--- config.mk ---
export PLATFORM = sky130hd
export DESIGN_NAME = cache_control
export DESIGN_NICKNAME = d
export VERILOG_FILES = /design/src/rtl/cache_control.sv
export SDC_FILE = /design/constraint.sdc
export NUM_CORES = 1
export LEC_CHECK = 0
export ABC_AREA = 1
export CORE_UTILIZATION = 45
export DETAILED_ROUTE_END_ITERATION = 8
export PLACE_DENSITY = 0.81
export SLEW_MARGIN = 10
export SYNTH_ARGS = -nofsm -noshare
export SYNTH_HDL_FRONTEND = slang
export SYNTH_SLANG_ARGS = --single-unit
--- constraint.sdc ---
create_clock -name clk -period 1.5 [get_ports clk]
set_input_delay 0.3 -clock clk [delete_from_list [all_inputs] [get_ports clk]]
set_output_delay 0.3 -clock clk [all_outputs]
set_load 0.02 [all_outputs]
--- src/rtl/cache_control.sv ---
// Control FSM for the 2-way set-associative write-back/write-allocate cache.
// Sequences hit service, dirty-victim writeback and line fill; keeps saturating stats.
module cache_control #(
    parameter int s_cnt = 16
) (
    input  logic             clk,
    input  logic             rst,
    input  logic             mem_read,
    input  logic             mem_write,
    output logic             mem_resp,
    input  logic             hit,
    input  logic             way_0_hit,
    input  logic             way_1_hit,
    input  logic             way_0_valid_out,
    input  logic             way_1_valid_out,
    input  logic             way_0_dirty_out,
    input  logic             way_1_dirty_out,
    input  logic             lru_out,
    input  logic             pmem_resp,
    output logic             pmem_read,
    output logic             pmem_write,
    output logic             ld_way_0_valid,
    output logic             way_0_valid_in,
    output logic             ld_way_1_valid,
    output logic             way_1_valid_in,
    output logic             ld_way_0_dirty,
    output logic             way_0_dirty_in,
    output logic             ld_way_1_dirty,
    output logic             way_1_dirty_in,
    output logic             ld_way_0_tag,
    output logic             ld_way_1_tag,
    output logic [1:0]       way_0_w_en_mux_sel,
    output logic [1:0]       way_1_w_en_mux_sel,
    output logic             way_0_data_in_mux_sel,
    output logic             way_1_data_in_mux_sel,
    output logic             ld_lru,
    output logic             lru_in,
    output logic             pmem_addr_mux_sel,
    output logic [s_cnt-1:0] hit_count,
    output logic [s_cnt-1:0] miss_count,
    output logic [s_cnt-1:0] wb_count
);

    localparam logic [1:0] S_IDLE  = 2'd0;
    localparam logic [1:0] S_CHECK = 2'd1;
    localparam logic [1:0] S_WB    = 2'd2;
    localparam logic [1:0] S_FILL  = 2'd3;

    localparam logic [1:0] WEN_NONE = 2'b00;
    localparam logic [1:0] WEN_ALL  = 2'b01;
    localparam logic [1:0] WEN_CPU  = 2'b10;

    localparam logic [s_cnt-1:0] CNT_MAX = '1;

    logic [1:0]       state_q, state_d;
    logic             victim_q, victim_d;
    logic [s_cnt-1:0] hit_q, hit_d;
    logic [s_cnt-1:0] miss_q, miss_d;
    logic [s_cnt-1:0] wb_q, wb_d;

    logic req, is_write, victim_dirty;

    assign req      = mem_read | mem_write;
    assign is_write = mem_write;
    assign victim_dirty = lru_out ? (way_1_valid_out & way_1_dirty_out)
                                  : (way_0_valid_out & way_0_dirty_out);

    always_comb begin
        state_d  = state_q;
        victim_d = victim_q;
        hit_d    = hit_q;
        miss_d   = miss_q;
        wb_d     = wb_q;

        mem_resp              = 1'b0;
        pmem_read             = 1'b0;
        pmem_write            = 1'b0;
        ld_way_0_valid        = 1'b0;
        way_0_valid_in        = 1'b0;
        ld_way_1_valid        = 1'b0;
        way_1_valid_in        = 1'b0;
        ld_way_0_dirty        = 1'b0;
        way_0_dirty_in        = 1'b0;
        ld_way_1_dirty        = 1'b0;
        way_1_dirty_in        = 1'b0;
        ld_way_0_tag          = 1'b0;
        ld_way_1_tag          = 1'b0;
        way_0_w_en_mux_sel    = WEN_NONE;
        way_1_w_en_mux_sel    = WEN_NONE;
        way_0_data_in_mux_sel = 1'b0;
        way_1_data_in_mux_sel = 1'b0;
        ld_lru                = 1'b0;
        lru_in                = 1'b0;
        pmem_addr_mux_sel     = 1'b0;

        unique case (state_q)
            S_IDLE: begin
                if (req) state_d = S_CHECK;
            end
            S_CHECK: begin
                if (!req) begin
                    state_d = S_IDLE;
                end else if (hit) begin
                    mem_resp = 1'b1;
                    ld_lru   = 1'b1;
                    // LRU bit names the victim, so point it at the way not just used
                    lru_in   = way_0_hit;
                    if (hit_q != CNT_MAX) hit_d = hit_q + 1'b1;
                    if (is_write) begin
                        if (way_0_hit) begin
                            way_0_w_en_mux_sel = WEN_CPU;
                            ld_way_0_dirty     = 1'b1;
                            way_0_dirty_in     = 1'b1;
                        end
                        if (way_1_hit) begin
                            way_1_w_en_mux_sel = WEN_CPU;
                            ld_way_1_dirty     = 1'b1;
                            way_1_dirty_in     = 1'b1;
                        end
                    end
                    state_d = S_IDLE;
                end else begin
                    victim_d = lru_out;
                    if (miss_q != CNT_MAX) miss_d = miss_q + 1'b1;
                    if (victim_dirty) begin
                        if (wb_q != CNT_MAX) wb_d = wb_q + 1'b1;
                        state_d = S_WB;
                    end else begin
                        state_d = S_FILL;
                    end
                end
            end
            S_WB: begin
                pmem_write        = 1'b1;
                pmem_addr_mux_sel = 1'b1;
                if (pmem_resp) state_d = S_FILL;
            end
            S_FILL: begin
                pmem_read = 1'b1;
                if (pmem_resp) begin
                    // Install the line into the registered victim; re-check then hits
                    if (victim_q) begin
                        way_1_w_en_mux_sel    = WEN_ALL;
                        way_1_data_in_mux_sel = 1'b1;
                        ld_way_1_tag          = 1'b1;
                        ld_way_1_valid        = 1'b1;
                        way_1_valid_in        = 1'b1;
                        ld_way_1_dirty        = 1'b1;
                    end else begin
                        way_0_w_en_mux_sel    = WEN_ALL;
                        way_0_data_in_mux_sel = 1'b1;
                        ld_way_0_tag          = 1'b1;
                        ld_way_0_valid        = 1'b1;
                        way_0_valid_in        = 1'b1;
                        ld_way_0_dirty        = 1'b1;
                    end
                    state_d = S_CHECK;
                end
            end
            default: state_d = S_IDLE;
        endcase
    end

    always_ff @(posedge clk or posedge rst) begin
        if (rst) begin
            state_q  <= S_IDLE;
            victim_q <= 1'b0;
            hit_q    <= '0;
            miss_q   <= '0;
            wb_q     <= '0;
        end else begin
            state_q  <= state_d;
            victim_q <= victim_d;
            hit_q    <= hit_d;
            miss_q   <= miss_d;
            wb_q     <= wb_d;
        end
    end

    assign hit_count  = hit_q;
    assign miss_count = miss_q;
    assign wb_count   = wb_q;

endmodule

; Word-level counts from Yosys, hierarchy flattened
; Cells that the tools add are included.
[word_totals]
output_inout_bits = 70
reg_bits = 51
input_bits = 13
wordCells = 75
[classes]
eq_ne = 9
n_addsub = 3
bitwise_logic = 4
n_mux = 48
n_reduce_logical = 6
[op_table]
columns = op, count
row1 = $add 16x1->16 const B, 3
row2 = $ne 16x16->1 const B, 3
row3 = $mux 1, 30
row4 = $mux 2, 13
row5 = $pmux 2 s2, 2
row6 = $pmux 2 s4, 1
row7 = $reduce_and 4->1, 2
row8 = $ne 2x2->1 const B, 3
row9 = $reduce_and 3->1, 2
row10 = $reduce_and 5->1, 1
row11 = $eq 2x2->1 const B, 2
row12 = $pmux 1 s2, 2
row13 = $and 1x1->1, 2
row14 = $eq 2x1->1 const B, 1
row15 = $logic_not 2->1, 1
row16 = $not 1->1, 1
row17 = $or 1x1->1, 1

; Depth between registers and ports, before layout
; Gate-level depths: netlist (run 1).
[depth]
depth_word = 6
depth_mapped = 9
mapped_depth_nobuf = 9

; Worst setup path after synthesis (run 1)
; Ideal clock, no wire load.
[synth_timing]
path_kind = reg2out
start = reg state_q[0]
end = out ld_way_1_valid
path_buffers = 1
path_slack_ns = -0.266
path_stages_with_launch = 5
arrival_ns = 1.466
required_ns = 1.200
cell_sequence = dfrtp_1 ha_1 nand2_1 nor2_1 buf_4
[synth_between]
elab_chain_cells = 2
[synth_lines]
columns = element, line_no
row1 = from (decl), 55  ; logic [1:0] state_q, state_d;
row2 = from (signal assigned), 172  ; state_q <= state_d;
row3 = $eq 2x2->1, --
row4 = $mux 1, --
row5 = to (decl), 24  ; output logic ld_way_1_valid,
; Every way passes these cells.

; Worst setup path in the final report (run 1)
[layout_timing]
start = reg state_q[1]
end = out lru_in
[layout_between]
elab_chain_cells = 2
[layout_lines]
columns = element, line_no
row1 = $eq 2x1->1, 96  ; unique case (state_q)
row2 = $mux 1, 96
row3 = to (decl), 37  ; output logic lru_in,
; Every way passes these cells.

==> metrics.md, run 1 <==
| Metric | Value |
|---|---|
| Run status | finished, violations left |
| Violated checks | negative setup slack |
| Ant diodes | 0 |
| Most common cell after layout, fill and taps aside | nand2_1 |
| Core area | 0.007292 sq mm |
| Gpl congestion | roughly 0.86 |
| Final WS setup | -0.2553 ns |
| Number of global-route vias before repair | 3241 |
| Critical path class | reg -> out |
| Synth Instances | 496 |
| RSZ-0062 raised after global routing | yes |
| Yosys Warn Count | 0 |
| Initial antenna violation count | 0 |
| Post-Route WL | 9951 um |
| Drt pass-1 iters | 6 |
| Overflow after GRT | 0 |
| Post-route ant nets | 0 |
| Total power | 6.451 mW |
| Hold Path Class | in -> async |
| Post-synth net total | about 520 |
| Post-DR wirelength/cell | 13.61 um |
| DR iter-0 viols | around 220 |
| I/O Buffers | 82 |
| Relative slew margins | 70.85% |
| Root Buffer | clkbuf_8 |
| Layout Nets | 651 |
| Dpl hpwl | 6647 um |
| PD cells | 1253 mW/mm^2 |
| Cell variety after synth | 29 |
| Final worst-path cycle share | 117.0% |
| CTS tree | built |
| Synth Cell Area | 0.003407 sq mm |
| Largest net degree at the start of global routing | 26 |
| Clk_skew | 0.004401 ns |
| Die H | 89.01 um |
| M3 GR Usage | under 10% |
| Hold_buf cts | 0 |
| Die area | 0.007923 sq mm |
| Starting density of the core | a little under half |
| Minimum clock period | approximately 1.8 ns |
| Clock Sinks | around 50 |
| Post-Place Worst Slack | -0.7542 ns |
| Sequential cell area fraction in the yosys report | 37.46% |
| Dominant delay contributor by cell family on the critical path | flip-flops |
| Crit path buf inv count | 3 |
| Area growth, synth to finish | 51.08% |
| Crit path cell chain | inv_2 > ha_4 > inv_6 > nor4_4 > buf_4 |
| Die Width | 89.01 um |
| Crit path capture type | primary output |
| Synthesized area per cell | ~6.9 sq um |
| Drt via density | 5.092 |
| CTS H-tree depth | 2 |
| Worst hold margin | 0.3174 ns |
| All-Layer GR Usage | 23.15% |
| Worst path max stage delay | 0.40 ns |
| Actual slew at the worst max-slew pin | 0.4326 ns |
| Final Max Tran Viols | 0 |
| Global-route wire length before repair | 14400 um |
| I/O pin count | 83 |
| #FFs+latches synth | 51 |
| GRT busiest layer | met2 |
| Max-Cap Viols | 0 |
| Max IR drop VDD | between 0.0008 and 0.0009 V |
| Crit path required time | 1.20 ns |
| Critical path startpoint category | flop |
| Crit Path Max Fanout | 3 |
| DRC violations left | 0 |
| FMAX | 569.7 MHz |
| Final hold viol count | 0 |
| Met1 Use GR | 28.09% |
| M2 GR Usage | between 40% and 50% |
| # rows | 31 |
| Clock tree buffer depth | 2 |
| Vias | about 3.7k |
| WP data arrival | 1.46 ns |
| Share of cells above drive strength 1 | 28.16% |
| Most frequent cells in the layout | nand2_1, dlygate4sd2_1, buf_4, nor2_1, dfrtp_1 |
| Static Leakage | 2.523 nW |
| CP max stage cell | dfrtp_1 |
| Final setup fails | 56 |
| Clock Latency Late Sink | 0.29 ns |
| Cts bufs inserted | 5 |
| Worst-path clk slew | approximately 0.090 ns |
per-stage QoR:
stage	std cells	TNS, ns	utilization [%]	area, sq um
floorplan	496	-0.8598	-	3523
global placement	703	-26.49	64.21	4682
detailed placement	703	-29.18	64.21	4682
CTS	716	-7.017	65.70	4791
global route	731	-14.06	70.59	5147
finish	731	-9.005	70.59	5147
routing by layer:
metal	wire length (um)	up-vias
met5	0	-
met4	131	0
met3	578	14
met2	5193	128
met1	4048	1764
li1	-	1816
worst paths after layout:
| path | depth (start not counted) | slack [ns] | start | to |
|---|---|---|---|---|
| setup / recovery | 5 | -0.26 | state_q[1]$_DFFE_PP0P_ | lru_in |
| hold / removal | 2 | 0.32 | rst | hit_count[10]$_DFFE_PP0P_ |
| setup reg to reg | 10 | -0.20 | state_q[1]$_DFFE_PP0P_ | wb_count[4]$_DFFE_PP0P_ |
| hold reg to reg | 2 | 0.56 | wb_count[1]$_DFFE_PP0P_ | wb_count[1]$_DFFE_PP0P_ |
| max in group asynchronous | 3 | 0.75 | rst | miss_count[6]$_DFFE_PP0P_ |
| min in group clk | 2 | 0.56 | wb_count[1]$_DFFE_PP0P_ | wb_count[1]$_DFFE_PP0P_ |
area by class of cell:
type	count	area, sq um
timing repair buffer	138	1280
inverter	40	167.7
multi-input combinational	394	2193
clock buffer	8	80.08
fill	566	2145
timing repair inverter	1	8.758
sequential	51	1294
tap	99	123.9
power by group:
group / switching (mW) / total [mW] / leakage, nW / internal (mW)
registers: 0.416 / 2.10 / 0.659 / 1.69
clock network: 0.440 / 0.773 / 0.0395 / 0.333
logic: 1.98 / 3.58 / 1.82 / 1.60
total: 2.83 / 6.45 / 2.52 / 3.62
repair_timing:
item                       4_1_cts  5_1_grt
pin swaps                        4       20
cloned                           3        3
gates resized for setup        191       73
setup endpoints to repair      120       75
setup buffers                    3       14
synthesized netlist by cell type:
cell type  count  area (sq um)
nand2_2        4         25.02
nor3_4         2         32.53
o21ai_0       13         65.06
nor2_4         4         45.04
buf_4         11         82.58
or2_2          1         6.260
ha_1           7         87.58
nor4_1         1         6.260
nand4_1       15         93.84
xor2_1        11         96.34
inv_1         36         135.1
dfrtp_1       51          1276
o21ai_2        1         8.760
nand3_1       21         105.1
clkinv_2       1         5.000
nand3_4        1         17.52
nor2_2         7         43.79
nand3b_1       2         15.01
o21ai_4        1         16.27
xnor2_1        9         78.83
nor2_1        51         191.4
o22ai_1        2         12.51
nand2_1      228         855.8
a21oi_1        1         5.000
inv_2          3         11.26
o21ai_1        6         30.03
buf_6          3         33.78
nor3_1         1         5.000
nand3_2        2         20.02
sequential cells by signal, summed over array words and instances (netlist names):
register,flops
state_q,2
hit_count,16
victim_q,1
miss_count,16
wb_count,16
cell families (layout without fill, tap and decap cells):
kind of cell,Yosys count,count (layout),synth area share [%]
adder cells (fa/ha/maj),7,7,2.571
flip-flops,51,51,37.46
XOR/XNOR,20,20,5.141
AO/OA/AOI/OAI,24,25,4.040
AND/OR/NAND/NOR,340,342,42.93
buffers and inverters,54,187,7.859
(Power assumes the default switching activity.)
==> run 2, diff against run 1 <==
--- a/config.mk
+++ b/config.mk
@@ -6,9 +6,11 @@
 export NUM_CORES = 1
 export LEC_CHECK = 0
 export ABC_AREA = 1
-export CORE_UTILIZATION = 45
+export CELL_PAD_IN_SITES_DETAIL_PLACEMENT = 0
+export CELL_PAD_IN_SITES_GLOBAL_PLACEMENT = 2
+export CORE_UTILIZATION = 24
 export DETAILED_ROUTE_END_ITERATION = 8
-export PLACE_DENSITY = 0.81
+export PLACE_DENSITY = 0.8
 export SLEW_MARGIN = 10
 export SYNTH_ARGS = -nofsm -noshare
 export SYNTH_HDL_FRONTEND = slang
==> run 2 against run 1 <==
The run still ends with negative setup slack left. Critical path type unchanged. First-iteration DRC count down 36%. Flip-flop and latch count stayed put. Cell area grew 5.4%. Utilization decreased by 32 points. Critical endpoint is now ld_way_0_dirty.
==> metrics.md, run 2 (synthesis gave the netlist of run 1 again) <==
| Metric | Value |
|---|---|
| Core area | approximately 0.014 sq mm |
| Critical path startpoint category | flop |
| Final Max Tran Viols | 0 |
| Number of global-route vias before repair | 3483 |
| CTS tree | built |
| Crit path capture type | primary output |
| Dpl hpwl | slightly above 7000 um |
| Drt pass-1 iters | 4 |
| Worst r2r src | state_q[1]$_DFFE_PP0P_ |
| Most frequent cells in the layout | nand2_1, buf_4, nor2_1, dlygate4sd2_1, dfrtp_1 |
| Max IR drop VDD | 0.0005245 V |
| Overflow after GRT | 0 |
| Total power | 7.161 mW |
| Ant diodes | 0 |
| Net Sw Power | 2.953 mW |
| Share of cells above drive strength 1 | 29.52% |
| # rows | 43 |
| Final setup TNS | -7.819 ns |
| Gpl congestion | between 0.7 and 0.8 |
| Layout Nets | roughly 670 |
| Largest net degree at the start of global routing | 52 |
| Final WS setup | -0.2220 ns |
| Clk_skew | 0.009288 ns |
| FMAX | 580.7 MHz |
| Worst hold margin | between 0.4 and 0.5 ns |
| Run status | finished, violations left |
| Clock Latency Late Sink | 0.30 ns |
| Hold_buf cts | 0 |
| Relative slew margins | 74.61% |
| Die H | 121.1 um |
| Die area | 0.01468 sq mm |
| Root Buffer | clkbuf_16 |
| Actual slew at the worst max-slew pin | 0.3797 ns |
| Static Leakage | 2.613 nW |
| Global-route wire length before repair | 16960 um |
| Worst-path clk slew | around 0.080 ns |
| RSZ-0062 raised after global routing | yes |
| Violated checks | negative setup slack |
| Clock power frac | 19.8% |
| I/O Buffers | ~80 |
| Seq pwr share | between 20 and 30% |
| Cts bufs inserted | 5 |
| CTS H-tree depth | 2 |
| Clock tree buffer depth | 2 |
| Sw Share | 41.24% |
| Final setup fails | 65 |
| Post-Route WL | 10420 um |
| Post-route ant nets | 0 |
| Crit Path Max Fanout | 6 |
| Most common cell after layout, fill and taps aside | nand2_1 |
| Finished Cell Area | 0.005425 sq mm |
| Post-DR wirelength/cell | 12.60 um |
| CP max stage cell | dfrtp_1 |
| Comb pwr share | around half |
| Critical Path Start | state_q[1]$_DFFE_PP0P_ |
| Final hold viol count | 0 |
| Starting density of the core | 24.54% |
| Critical path class | reg -> out |
| DR iter-0 viols | 141 |
| Worst path max stage delay | 0.39 ns |
| Drt via density | 4.365 |
| PD cells | 1320 mW/mm^2 |
| I/O pin count | 83 |
| Max-Cap Viols | 0 |
| Int Power | between 4 and 5 mW |
| Minimum clock period | 1.722 ns |
| Placed cell count | 800 |
| Vias | 3610 |
| Initial antenna violation count | 0 |
| DRC violations left | 0 |
| Layout Cells excl Fill | 827 |
| Die Width | 121.1 um |
| WP data arrival | 1.42 ns |
| Crit path required time | 1.20 ns |
| Hold Path Class | in -> async |
| Area after DPL | 0.004891 sq mm |
| Final worst-path cycle share | 114.8% |
| All-Layer GR Usage | 14.62% |
| Crit path cell chain | inv_2 > ha_4 > buf_4 > nand3_4 > o22ai_2 > buf_6 |
| Clock Sinks | between 50 and 60 |
| Area growth, synth to finish | 59.24% |
==> run 2: path summary, 6_finish.rpt <==
kind / endpoint / slack, ns / cells after the start
setup / recovery: ld_way_0_dirty / -0.22 / 6
hold / removal: hit_count[1]$_DFFE_PP0P_ / 0.43 / 3
setup reg to reg: wb_count[7]$_DFFE_PP0P_ / -0.19 / 11
hold reg to reg: miss_count[7]$_DFFE_PP0P_ / 0.55 / 2
max in group asynchronous: miss_count[1]$_DFFE_PP0P_ / 0.80 / 3
min in group clk: miss_count[7]$_DFFE_PP0P_ / 0.55 / 2
==> run 2: worst max-delay path, delay by kind of cell (launching register included) <==
kind | cells | cell delay (ns)
DFF | 1 | 0.39
buffers and inverters | 3 | 0.34
adders and majority gates | 1 | 0.15
AOI/OAI and AO/OA | 1 | 0.13
and+or+nand+nor | 1 | 0.11
==> run 2: repair_timing <==
action / CTS / global route
pin swaps: 9 / 24
resized for setup: 208 / 56
endpoints found under the setup margin: 119 / 79
setup buffers: 4 / 10
cloned: 3 / 3
==> run 2: layout make-up <==
cell class              instances  area (sq um)
repair buffers                153          1389
multi-input cells             395          2176
clock buffers                   6         138.9
inverters                      40         167.7
fillers                      1484          8456
clock inverters                 2         38.79
well taps                     180         225.2
flip-flops and latches         51          1290
==> run 2: power by group through the flow <==
stage	clock network, mW	logic, mW	registers, mW
after floorplan	0	1.48	2.40
after global placement	0	3.18	2.08
after detailed placement	0	3.22	2.09
after CTS	1.48	3.34	2.06
after global routing	1.51	4.03	2.13
final	1.42	3.66	2.08
==> run 2: layer usage <==
metal / routed length [um] / GRT usage [%] / part of all wire [%]
met1: 4939 / 19.21 / 47
met2: 4939 / 24.18 / 47
met3: 441 / 3.055 / 4.2
met4: 102 / 3.935 / 0.98
met5: 0 / 0 / 0
==> run 2: metrics by stage <==
step / util, % / worst slack, ns
2_1_floorplan: - / -0.06393
3_3_place_gp: 35.24 / -0.5903
3_5_place_dp: 35.24 / -0.6220
4_1_cts: 37.24 / -0.2082
5_1_grt: 39.08 / -0.3008
6_report: 39.08 / -0.2220
